<file path="config.mk">
export PLATFORM = sky130hd
export DESIGN_NAME = syscall_io
export DESIGN_NICKNAME = d
export VERILOG_FILES = /design/src/rtl/syscall_io.sv
export SDC_FILE = /design/constraint.sdc
export NUM_CORES = 1
export LEC_CHECK = 0
export BUFFER_PORTS_ARGS = -buffer_cell sky130_fd_sc_hd__buf_2
export CORE_MARGIN = 5
export CORE_UTILIZATION = 47
export DETAILED_ROUTE_END_ITERATION = 8
export HOLD_SLACK_MARGIN = 0.1
export PLACE_DENSITY = 0.92
export SLEW_MARGIN = 20
export SYNTH_ARGS = -nofsm -noshare
export SYNTH_HDL_FRONTEND = slang
export SYNTH_SLANG_ARGS = --single-unit
</file>
<file path="constraint.sdc">
create_clock -name clock -period 4.9 [get_ports clock]
set_input_delay 0.49 -clock clock [delete_from_list [all_inputs] [get_ports clock]]
set_output_delay 0.49 -clock clock [all_outputs]
set_load 0.02 [all_outputs]
</file>
<file path="src/rtl/syscall_io.sv">
// SYSCALL service unit: decodes the syscall number in ACC and runs HALT, READ or WRITE
// against the host word streams. Drops iobusy for one DONE cycle so the controller can retire.
module syscall_io #(
  parameter int W = 16
) (
  input  logic         clock,
  input  logic         reset,
  input  logic         runio,
  input  logic [W-1:0] acc,
  input  logic [W-1:0] dr,
  output logic         iobusy,
  output logic [W-1:0] io_data,
  output logic         io_we,
  input  logic         in_valid,
  output logic         in_ready,
  input  logic [W-1:0] in_data,
  output logic         out_valid,
  input  logic         out_ready,
  output logic [W-1:0] out_data,
  output logic         halted
);

  // Streams: a word moves on the rising edge where valid and ready are both high;
  // out_valid is held until that edge and ready/valid are only offered in READ/WRITE.
  typedef enum logic [2:0] {
    ST_IDLE  = 3'd0,
    ST_READ  = 3'd1,
    ST_WRITE = 3'd2,
    ST_HALT  = 3'd3,
    ST_DONE  = 3'd4
  } state_t;

  localparam logic [W-1:0] SYS_HALT  = W'(0);
  localparam logic [W-1:0] SYS_READ  = W'(1);
  localparam logic [W-1:0] SYS_WRITE = W'(2);

  state_t       state_q, state_d;
  logic         op_read_q, op_read_d;
  logic [W-1:0] io_data_q, io_data_d;
  logic [W-1:0] out_data_q, out_data_d;
  logic         halted_q, halted_d;

  always_comb begin
    state_d    = state_q;
    op_read_d  = op_read_q;
    io_data_d  = io_data_q;
    out_data_d = out_data_q;
    halted_d   = halted_q;
    case (state_q)
      ST_IDLE: begin
        if (runio) begin
          if (acc == SYS_HALT) begin
            state_d  = ST_HALT;
            halted_d = 1'b1;
          end else if (acc == SYS_READ) begin
            state_d = ST_READ;
          end else if (acc == SYS_WRITE) begin
            state_d    = ST_WRITE;
            out_data_d = dr;
          end else begin
            // Unknown syscall numbers retire as a NOP
            state_d   = ST_DONE;
            op_read_d = 1'b0;
          end
        end
      end
      ST_READ: begin
        if (in_valid) begin
          io_data_d = in_data;
          op_read_d = 1'b1;
          state_d   = ST_DONE;
        end
      end
      ST_WRITE: begin
        if (out_ready) begin
          op_read_d = 1'b0;
          state_d   = ST_DONE;
        end
      end
      ST_HALT: begin
        halted_d = 1'b1;
      end
      ST_DONE: begin
        state_d = ST_IDLE;
      end
      default: begin
        state_d = ST_IDLE;
      end
    endcase
  end

  always_ff @(posedge clock) begin
    if (!reset) begin
      state_q    <= ST_IDLE;
      op_read_q  <= 1'b0;
      io_data_q  <= '0;
      out_data_q <= '0;
      halted_q   <= 1'b0;
    end else begin
      state_q    <= state_d;
      op_read_q  <= op_read_d;
      io_data_q  <= io_data_d;
      out_data_q <= out_data_d;
      halted_q   <= halted_d;
    end
  end

  // iobusy is combinational so it is already high in the cycle runio first rises
  assign iobusy    = runio & (state_q != ST_DONE);
  assign io_we     = (state_q == ST_DONE) & op_read_q;
  assign in_ready  = (state_q == ST_READ);
  assign out_valid = (state_q == ST_WRITE);
  assign io_data   = io_data_q;
  assign out_data  = out_data_q;
  assign halted    = halted_q;

endmodule

</file>
-- Yosys cells after proc, flatten, opt, wreduce, memory -nomap -nowiden
Index checks and enable logic that the tools add are counted.
- bitwise logic cells: 5
- eq/ne operators: 14
- reduce and logical (&&, ||, !) cells: 9
- muxes and demuxes: 17
- operators with widths (operator ; count):
    3-bit two-way mux ; 6
    16-bit by 1-bit equality test with 1-bit output, second input constant ; 1
    16-bit by 2-bit equality test with 1-bit output, second input constant ; 1
    16-bit zero test ; 1
    2-bit != test, second input constant ; 6
    3-bit case mux with 4 select lines ; 1
    1-bit two-way mux ; 8
    7-bit AND reduction ; 1
    3-bit by 2-bit equality test with 1-bit output, second input constant ; 2
    5-bit AND reduction ; 1
    4-bit AND reduction ; 1
    3-bit by 1-bit equality test with 1-bit output, second input constant ; 1
    3-bit equality test, second input constant ; 1
    3-bit zero test ; 1
    3-bit != test, second input constant ; 1
    1-bit inverter ; 3
    1-bit case mux with 3 select lines ; 1
    3-bit AND reduction ; 1
    3-bit nonzero test ; 1
    1-bit bitwise AND ; 2
    2-bit by 1-bit != test with 1-bit output, second input constant ; 1
    1-bit case mux with 2 select lines ; 1
    2-bit AND reduction ; 1
    2-bit nonzero test ; 1
- bits of input ports: 53
- register bits: 37
- logic and storage cells: 50
- output and inout bits: 37

-- Longest topological paths before layout
- word-level depth: 6
- gate-level depth with buffers: 7
- depth with buffers taken out: 4

-- Least setup slack after synthesis
Ideal clock, no wire load.
- path type: register to register
- start point: register state_q[0]
- end point: register io_data_q[0] (netlist: io_data[0])
- buffers on the path: 2
- clock period less this slack: 1.848 ns
- cell stages (with the launch flop): 7
- library setup time: 0.132 ns
- slack: 3.052 ns
- data required time: 4.768 ns
- arrival: 1.716 ns
- cell sequence: dfxtp_1 buf_2 nor3b_1 nand2_1 clkbuf_1 nand2_1 a21oi_1
- longest elaborated chain between the ends: 2
- ends and longest elaborated chain (element ; RTL line ; RTL):
    start, declared ; 37 ; state_t state_q, state_d;
    start signal, assigned ; 100 ; state_q <= state_d;
    3-bit by 1-bit equality test with 1-bit output ; -- ;
    via in_ready ; 15 ; output logic in_ready,
    2-bit AND reduction (no source line) ; -- ;
    end signal, assigned ; 102 ; io_data_q <= io_data_d;
    end, declared ; 39 ; logic [W-1:0] io_data_q, io_data_d;
The timed path passes the listed nets, and every way through them passes these cells.
A chain may end at the register's enable or synchronous reset.

-- Worst setup path in the final report
- start point: register state_q[0]
- end point: output port out_valid
- longest elaborated chain between the ends: 1
- ends and longest elaborated chain (element ; RTL line ; RTL):
    3-bit by 2-bit equality test with 1-bit output ; 112 ; assign out_valid = (state_q == ST_WRITE);
    end, declared ; 17 ; output logic out_valid,
No other way between the ends.

==> impl_metrics.json <==
{
  "sequentialPowerShare": 0.467,
  "rsz0062_at_grt": "false",
  "synth_ff_type": "dfxtp_1",
  "synth_most_common_cell": "dfxtp_1",
  "power.leakage_uw": 0.000924,
  "gp_congestion": 0.756,
  "grt-busiest-layer": "met2",
  "rr_startpoint": "state_q[1]",
  "worstSkewPairLatency_ps": 340,
  "cts_max_level": 2,
  "synth_cell_types": 36,
  "ant_nets": 0,
  "cts.root.buffer_cell": "clkbuf_4",
  "cts.sinks": 37,
  "p_comb_frac": 0.154,
  "routed_wl_um": 4320,
  "swShare": 0.260,
  "cts_tree": "done",
  "die_area_um2": 4730,
  "area_growth_pct": 32.2,
  "grt_pass1_wl_um": 6440,
  "remaining_drc_errors": 0,
  "die_width_um": 68.8,
  "setup_viol": 0,
  "final_layout_size_suffix_gt1_frac": 0.394,
  "synth-warning-count": 0,
  "drtIter0Drc": 95,
  "slowest_stage": "dfxtp_1",
  "finClkSkew_ps": 2.95,
  "post-cts-setup-buffers": 0,
  "portBuffers": 89,
  "crit_type": "reg2out",
  "fp.dieH_um": 68.8,
  "antenna_cells": 0,
  "ir_worst_vdd_v": 0.000179,
  "p_int_uw": 506,
  "postCtsHoldBufs": 0,
  "async_reset_ff_frac": 0,
  "max_stage_delay_ps": 480,
  "synth_common_cells": "dfxtp_1, nand2_1, a21oi_1",
  "crit_chain": "nor2_1 > buf_4 > and2_1 > buf_2",
  "status": "complete, no violations",
  "fin_nets": 321,
  "synth-edff-count": 0,
  "hold_viol": 0,
  "finalCritPeriodShare": 0.395,
  "synth_area_leader_cell": "dfxtp_1",
  "grt_pass1_vias": 1485,
  "grt-ovfl-total": 0,
  "drt_pass1_iterations": 4,
  "critPathBufInv": 2,
  "fillers": 308,
  "synth.avg_cell_area_um2": 8.63,
  "start_util": 0.486,
  "crit_cells": 4,
  "netSwitchingPower_uw": 178,
  "grt_max_degree": 35,
  "post_drt_wl_per_cell_um": 13.7,
  "max_slew_margin": 0.392,
  "ys_ff_latch": 37,
  "dr_total_vias": 1681,
  "startpoint": "state_q[0]",
  "cp-end-kind": "output port",
  "power.density_nw_per_um2": 319,
  "syn_area_um2": 1620,
  "min_path_cells": 3,
  "hold_path.class": "in2reg",
  "seq_area_frac_synth": 0.456,
  "setup_tns_ps": 0,
  "num_rows": 21,
  "drv_cap": 0,
  "start_kind": "flip-flop",
  "cp_max_fo": 18,
  "required_ps": 4410,
  "crit_end": "out_valid",
  "drv_slew": 0,
  "yosys.area.top_type_share": 0.456,
  "reg2reg_slack_ps": 2990,
  "rr_worst_depth": 4,
  "pin_count": 90,
  "numCtsBuffers": 5,
  "grt_util_met2": 0.305,
  "hpwl_um": 3120,
  "cts_max_path_buffers": 2,
  "crit_arrival_ps": 1450,
  "viasPerCell": 5.34,
  "post-route-min-period_ps": 1940,
  "worst_pin_slew_ps": 906,
  "post_synth_inst_count": 188,
  "ctsResizeCount": 0,
  "crit_family": "flip-flops",
  "clockPowerShare": 0.379,
  "whs_ps": 372,
  "gr-usage-met1": 0.212,
  "antenna_found_initial": 0,
  "clk_pin_slew_worst_paths_ps": 110,
  "fmax_mhz": 517,
  "regToRegEndpoint": "state_q[2]",
  "grt_use_total": 0.182,
  "use_met3": 0.0519,
  "syn-num-nets": 241,
  "ys_top_cells_by_area": "dfxtp_1, a21oi_1, nand2_1",
  "coreArea_um2": 3340
}
per-layer routing:
metal,vias up,wire (um),share of wire
met1,754,1760,0.41
li1,846,-,-
met5,-,0,0
met3,8,431,0.10
met4,0,79,0.018
met2,73,2060,0.48
flip-flops by register name (all words and copies together) (netlist names):
| signal | count |
|---|---|
| state_q | 3 |
| op_read_q | 1 |
| out_data | 16 |
| halted | 1 |
| io_data | 16 |
worst min-delay path: stages:
cell     delay, ps
buf_2           90
nand2_1         40
a21oi_1         50
cell usage in the layout, fill, tap and decap left out, types with 2 or more instances in the layout:
master and count:
buf_2 89, dfxtp_1 37, nand2_1 35, a21oi_1 34
nand4_1 16, o31ai_1 16, clkbuf_4 5, nor2_1 3
nand3b_1 3, and2_1 2, nor4_2 2, o21ai_0 2
bufinv_16 2
area by class of cell:
class | instances | area, um^2 | area share
Sequential cell | 37 | 741 | 0.345
Timing Repair Buffer | 90 | 453 | 0.211
Multi-Input combinational cell | 132 | 785 | 0.366
Clock inverter | 3 | 65.1 | 0.0303
Inverter | 2 | 7.51 | 0.00350
Clock buffer | 5 | 37.5 | 0.0175
Tap cell | 46 | 57.6 | 0.0268
metrics by stage:
| stage | utilization | total power (uW) | instance area [um^2] | setup slack (ps) | instances |
|---|---|---|---|---|---|
| floorplan | - | 390 | 1620 | 3050 | 188 |
| global placement | 0.612 | 429 | 2040 | 2820 | 307 |
| detailed placement | 0.612 | 431 | 2040 | 2780 | 307 |
| CTS | 0.643 | 690 | 2150 | 2950 | 315 |
| global route | 0.643 | 715 | 2150 | 2820 | 315 |
| finish | 0.643 | 684 | 2150 | 2960 | 315 |
power by group through the flow:
| stage | registers (uW) | clock network, uW | logic [uW] |
|---|---|---|---|
| finish | 319 | 259 | 106 |
| global route | 321 | 278 | 116 |
| CTS | 319 | 265 | 105 |
| detailed placement | 326 | 0 | 105 |
| global placement | 325 | 0 | 103 |
| floorplan | 327 | 0 | 63.5 |
logic make-up after synthesis:
logic type,count (synthesis),share of synthesized area
buffers and inverters,19,0.0601
AND/OR/NAND/NOR,73,0.258
AO/OA/AOI/OAI,57,0.212
flip-flops,37,0.456
multiplexers,2,0.0131
worst min path at each step:
stage | slack [ps] | end | start
after floorplan | 470 | op_read_q | op_read_q
after global placement | 440 | io_data[6] | io_data[6]
after detailed placement | 440 | io_data[6] | io_data[6]
after CTS | 360 | io_data[6] | in_data[6]
after global routing | 360 | io_data[5] | in_data[5]
final | 370 | io_data[11] | in_data[11]
No activity file was read; power rests on OpenSTA's default activity.
